## config.mk

```make
export PLATFORM = sky130hd
export DESIGN_NAME = npu_power_csr_responder
export DESIGN_NICKNAME = d
export VERILOG_FILES = /design/src/rtl/npu_power_csr_responder.sv
export SDC_FILE = /design/constraint.sdc
export NUM_CORES = 1
export LEC_CHECK = 0
export ABC_AREA = 1
export CAP_MARGIN = 5
export CORE_ASPECT_RATIO = 0.7
export CORE_MARGIN = 3
export CORE_UTILIZATION = 59
export DETAILED_ROUTE_END_ITERATION = 8
export GPL_ROUTABILITY_DRIVEN = 0
export PLACE_DENSITY = 0.81
export SLEW_MARGIN = 15
export SYNTH_ARGS = -nofsm -noshare
export SYNTH_HDL_FRONTEND = slang
export SYNTH_SLANG_ARGS = --single-unit
```

## constraint.sdc

```tcl
create_clock -name clk -period 4.1 [get_ports clk]
set_input_delay 0.82 -clock clk [delete_from_list [all_inputs] [get_ports clk]]
set_output_delay 0.82 -clock clk [all_outputs]
set_load 0.005 [all_outputs]
```

## src/rtl/npu_power_csr_responder.sv

```systemverilog
// CSR responder for the NPU power/DVFS window: energy accumulator with atomic
// 64-bit read, utilization moving average, DVFS thresholds and registered hints.
module npu_power_csr_responder #(
    parameter int ENERGY_INC_W     = 16,
    parameter int UTIL_MA_SHIFT    = 3,
    parameter int DEFAULT_HIGH_PCT = 80,
    parameter int DEFAULT_LOW_PCT  = 50
) (
    input  logic                    clk,
    input  logic                    reset_n,
    input  logic                    csr_valid,
    input  logic                    csr_write,
    input  logic [7:0]              csr_addr,
    input  logic [31:0]             csr_wdata,
    output logic [31:0]             csr_rdata,
    output logic                    csr_ready,
    input  logic                    energy_inc_valid,
    input  logic [ENERGY_INC_W-1:0] energy_inc,
    input  logic                    util_sample_valid,
    input  logic [10:0]             util_sample_milli,
    output logic [6:0]              util_high_thresh_pct,
    output logic [6:0]              util_low_thresh_pct,
    output logic                    dvfs_up_hint,
    output logic                    dvfs_down_hint
);

    localparam int ACC_W = 11 + UTIL_MA_SHIFT;

    localparam logic [7:0] ADDR_ENERGY_LO   = 8'h60;
    localparam logic [7:0] ADDR_ENERGY_HI   = 8'h64;
    localparam logic [7:0] ADDR_ENERGY_CTRL = 8'h68;
    localparam logic [7:0] ADDR_UTIL_INST   = 8'h90;
    localparam logic [7:0] ADDR_UTIL_MA     = 8'h94;
    localparam logic [7:0] ADDR_HIGH_THRESH = 8'hA0;
    localparam logic [7:0] ADDR_LOW_THRESH  = 8'hA4;

    typedef enum logic [1:0] {IDLE, ACK, HOLD} state_t;

    state_t            state;
    logic              req_write;
    logic [7:0]        req_addr;
    logic [6:0]        req_wdata;
    logic [31:0]       rd_hold;
    logic [31:0]       rd_mux;
    logic              wdata_unused;

    logic [63:0]       energy_acc;
    logic [63:0]       energy_next;
    logic [64:0]       energy_sum;
    logic [63:0]       energy_inc_ext;
    logic [31:0]       energy_shadow;
    logic              commit;
    logic              energy_clear;

    logic [10:0]       util_inst;
    logic [10:0]       sample_clamped;
    logic [ACC_W-1:0]  util_acc;
    logic [10:0]       util_ma;
    logic [6:0]        wdata_clamped;
    logic [11:0]       high_x10;
    logic [11:0]       low_x10;
    logic              up_cond;
    logic              down_cond;

    assign wdata_unused   = ^csr_wdata[31:7];
    assign commit         = (state == ACK) && req_write;
    assign energy_clear   = commit && (req_addr == ADDR_ENERGY_CTRL) && req_wdata[0];
    assign energy_inc_ext = {{(64-ENERGY_INC_W){1'b0}}, energy_inc};
    assign energy_sum     = {1'b0, energy_acc} + {1'b0, energy_inc_ext};
    assign sample_clamped = (util_sample_milli > 11'd1000) ? 11'd1000 : util_sample_milli;
    assign util_ma        = util_acc[ACC_W-1:UTIL_MA_SHIFT];
    assign wdata_clamped  = (req_wdata > 7'd100) ? 7'd100 : req_wdata;
    assign high_x10       = {5'b0, util_high_thresh_pct} * 12'd10;
    assign low_x10        = {5'b0, util_low_thresh_pct} * 12'd10;
    assign up_cond        = {1'b0, util_ma} > high_x10;
    assign down_cond      = {1'b0, util_ma} < low_x10;

    // Read data is sampled from the live request at the IDLE->ACK edge.
    always_comb begin
        rd_mux = '0;
        case (csr_addr)
            ADDR_ENERGY_LO:   rd_mux = energy_acc[31:0];
            ADDR_ENERGY_HI:   rd_mux = energy_shadow;
            ADDR_UTIL_INST:   rd_mux = {21'b0, util_inst};
            ADDR_UTIL_MA:     rd_mux = {21'b0, util_ma};
            ADDR_HIGH_THRESH: rd_mux = {25'b0, util_high_thresh_pct};
            ADDR_LOW_THRESH:  rd_mux = {25'b0, util_low_thresh_pct};
            default:          rd_mux = '0;
        endcase
    end

    // A clear replaces the accumulator with this cycle's increment; otherwise saturate.
    always_comb begin
        energy_next = energy_acc;
        if (energy_clear) begin
            energy_next = energy_inc_valid ? energy_inc_ext : 64'd0;
        end else if (energy_inc_valid) begin
            energy_next = energy_sum[64] ? {64{1'b1}} : energy_sum[63:0];
        end
    end

    always_ff @(posedge clk) begin
        if (!reset_n) begin
            state     <= IDLE;
            csr_ready <= 1'b0;
            csr_rdata <= '0;
            req_write <= 1'b0;
            req_addr  <= '0;
            req_wdata <= '0;
            rd_hold   <= '0;
        end else begin
            csr_ready <= 1'b0;
            csr_rdata <= '0;
            case (state)
                IDLE: begin
                    if (csr_valid) begin
                        req_write <= csr_write;
                        req_addr  <= csr_addr;
                        req_wdata <= csr_wdata[6:0];
                        rd_hold   <= csr_write ? 32'd0 : rd_mux;
                        state     <= ACK;
                    end
                end
                ACK: begin
                    csr_ready <= 1'b1;
                    csr_rdata <= rd_hold;
                    state     <= HOLD;
                end
                HOLD: begin
                    if (!csr_valid) state <= IDLE;
                end
                default: state <= IDLE;
            endcase
        end
    end

    // Reading the low word snapshots the high word so the 64-bit pair is coherent.
    always_ff @(posedge clk) begin
        if (!reset_n) begin
            energy_acc           <= '0;
            energy_shadow        <= '0;
            util_inst            <= '0;
            util_acc             <= '0;
            util_high_thresh_pct <= 7'(DEFAULT_HIGH_PCT);
            util_low_thresh_pct  <= 7'(DEFAULT_LOW_PCT);
            dvfs_up_hint         <= 1'b0;
            dvfs_down_hint       <= 1'b0;
        end else begin
            energy_acc <= energy_next;
            if (state == IDLE && csr_valid && !csr_write && csr_addr == ADDR_ENERGY_LO)
                energy_shadow <= energy_acc[63:32];
            if (util_sample_valid) begin
                util_inst <= sample_clamped;
                util_acc  <= util_acc - (util_acc >> UTIL_MA_SHIFT)
                             + {{UTIL_MA_SHIFT{1'b0}}, sample_clamped};
            end
            if (commit && req_addr == ADDR_HIGH_THRESH) util_high_thresh_pct <= wdata_clamped;
            if (commit && req_addr == ADDR_LOW_THRESH)  util_low_thresh_pct  <= wdata_clamped;
            dvfs_up_hint   <= up_cond;
            dvfs_down_hint <= down_cond && !up_cond;
        end
    end

endmodule
```

==> metrics <==
count of cell types in the netlist 50; fraction of final layout cells sized beyond drive strength 1 0.0465; diode count 0; switching pwr about 2500 µW; Synth area leader dfxtp_1; Avg WL per Cell ~17 µm; CP Capture Type flip-flop; Hold Startpoint rd_hold[22]; Switching Share 0.361; Final setup viols 0; RSZ-0062 raised after global routing no; worst-path maximum fanout 10; status finished with violations; Max-cap violations 0; fillers roughly 1900; Clock transition at path regs roughly 60 ps; final hold viol count 0; CTS tree done; sequential-to-total area share from yosys stat 0.334; Worst setup SP type primary input; Worst R2R Start util_high_thresh_pct[1]; pin count of the biggest net entering global routing 80; Post-DP Area around 15000 µm²; synth top area cells dfxtp_1 33%, nand2_1 16%, inv_1 7.7%; Total GRT Usage 0.335; syn nets around 2200; Most used DFF post-synth dfxtp_1; worst r2r path cells 14; Via density a little under 6; Max Root-Sink Buffers 3; initial antenna violation count 0; VDD IR max between 0.3 and 0.4 mV; most common cell in the netlist nand2_1; #FFs+latches synth between 200 and 250; drt total wl between 40000 and 50000 µm; vias between 10000 and 15000; final std cells w/o fill 2390; Layout area overhead 15.4%; setup slack, reg-to-reg roughly 1100 ps; crit path time final ~3800 ps; leading cell types by count after synthesis 557 x nand2_1, 270 x inv_1, 220 x dfxtp_1; Core Area between 20000 and 25000 µm²; final period utilization 0.920; worst path required time 4520 ps; CTS resizes 0; Synth async-reset ratio 0; violated checks DRC; die width roughly 180 µm; Hold-fix buffers, CTS 0; Comb pwr share 0.353; Avg Inst Size Synth approximately 6.6 µm²; Max-slew headroom 0.355; EDFF count, synth 0; Pre-Repair DR Iteration Count 9; P_int roughly 4400 µW; max-slew violations 0; H-tree levels 1; clk_skew 18.9 ps; min-delay worst type reg2reg; r2r endpoint dvfs_down_hint; worst-margin pin slew about 970 ps; CP Class in2reg; first-pass GRT wire length 65700 µm; DRC viols 46; Post-DRT Antenna Nets 0; Final HPWL DP ~30000 µm; fin nets 2250; Final Cell Area 15200 µm²; Port Buffer Count 96; vias in the first global route approximately 13000; postcts setup bufs 0; die height between 100 and 150 µm; hold path depth 2; Syn Std Cell Area 13200 µm²; Ports 122; pwr dens 453 nW/µm²; total CTS buffers 23; YS warnings 0; total leakage power approximately 0.0066 µW; placed insts roughly 2400; Max Clk Rate between 200 and 300 MHz; WHS Endpoint csr_rdata[22]; GR Overflow Total 0; worst skew pair latency 540 ps; DR iter-0 viols around 1800; row count 45; die area approximately 24000 µm²; Sequential Power Share 0.351; clock share of power 0.296; clk root buf clkbuf_16; initial core utilization 0.604; area share of the largest cell type after synthesis 0.334; Clock Sinks 220; critical path arrival roughly 4200 ps; Post-Syn Instances ~2000
[layout make-up]
cell class / instances / area [µm²] / share of cell area
well taps: 282 / 353 / 0.0232
clock buffers: 33 / 673 / 0.0442
clock inverters: 6 / 51.3 / 0.00337
flip-flops and latches: 220 / 4400 / 0.289
repair buffers: 137 / 1260 / 0.0829
multi-input cells: 1437 / 7460 / 0.490
inverters: 275 / 1030 / 0.0678
[flip-flops by register name, summed over array words and instances, names as in the netlist]
| name | flops |
|---|---|
| req_write | 1 |
| dvfs_up_hint | 1 |
| req_wdata | 7 |
| rd_hold | 32 |
| state | 2 |
| util_inst | 11 |
| util_low_thresh_pct | 7 |
| csr_rdata | 32 |
| dvfs_down_hint | 1 |
| util_high_thresh_pct | 7 |
| energy_shadow | 32 |
| util_acc | 14 |
| csr_ready | 1 |
| energy_acc | 64 |
| req_addr | 8 |
[power groups by stage]
stage               combinational (µW)  sequential (µW)  clock, µW
finish                            2440             2420       2050
global route                      2720             2430       2150
CTS                               2370             2410       2050
detailed placement                2340             2460          0
global placement                  2230             2450          0
floorplan                         1610             2390          0
[cell families after synthesis]
| kind of cell | Yosys count | share of synthesized area |
|---|---|---|
| adder cells (fa/ha/maj) | 83 | 0.0866 |
| other | 1 | 0.000284 |
| flip-flops | 220 | 0.334 |
| buffers and inverters | 346 | 0.102 |
| AO/OA/AOI/OAI | 396 | 0.161 |
| XOR/XNOR | 30 | 0.0199 |
| AND/OR/NAND/NOR | 927 | 0.296 |
[critical path, cell delays in order]
cell	delay, ps
clkdlybuf4s50_1	420
nor3_1	220
o21bai_1	100
a41oi_2	230
buf_4	230
nand2_1	110
fa_1	470
ha_1	360
a21oi_1	190
nand2_1	110
a21oi_1	270
o21ai_0	170
a21oi_1	170
o21ai_0	140
o211ai_1	110
inv_1	60
[worst max-delay path by stage]
| stage | endpoint | startpoint | slack [ps] | cells after the start |
|---|---|---|---|---|
| 6_report | util_acc[10] | util_sample_milli[0] | 330 | 16 |
| 5_1_grt | util_acc[10] | util_sample_milli[0] | 70 | 16 |
| 4_1_cts | util_acc[10] | util_sample_milli[0] | 270 | 16 |
| 3_5_place_dp | util_acc[10] | util_sample_milli[1] | -260 | 16 |
| 3_3_place_gp | util_acc[10] | util_sample_milli[0] | -110 | 16 |
| 2_1_floorplan | util_acc[12] | util_sample_milli[0] | 330 | 15 |
[layout by cell type, fill, tap and decap left out, types with 31 or more instances in the layout]
master           netlist  routed
nand2_1              557     557
inv_1                270     270
dfxtp_1              220     220
a21oi_1              201     201
nor2_1               143     142
o21ai_0              140     140
nand3_1              126     126
clkdlybuf4s50_1        0      95
ha_1                  69      69
buf_4                  1      41
nor3_1                39      39
nand4_1               31      31
[layer usage]
layer | GRT usage | routed length [µm] | up-vias
met5 | 0 | 13 | -
met4 | 0.0696 | 933 | 2
met3 | 0.115 | 6420 | 103
met2 | 0.462 | 16200 | 849
met1 | 0.503 | 18200 | 6211
li1 | - | - | 6682
[per-stage QoR]
step	utilization	hold WS, ps	setup TNS, ps	setup slack [ps]	total power, µW
floorplan	-	408	0	335	4000
global placement	0.664	416	-402	-107	4680
detailed placement	0.664	418	-1180	-258	4790
CTS	0.697	428	0	265	6840
global route	0.698	437	0	71.4	7300
finish	0.698	426	0	329	6910
No activity file was read; power rests on OpenSTA's default activity.
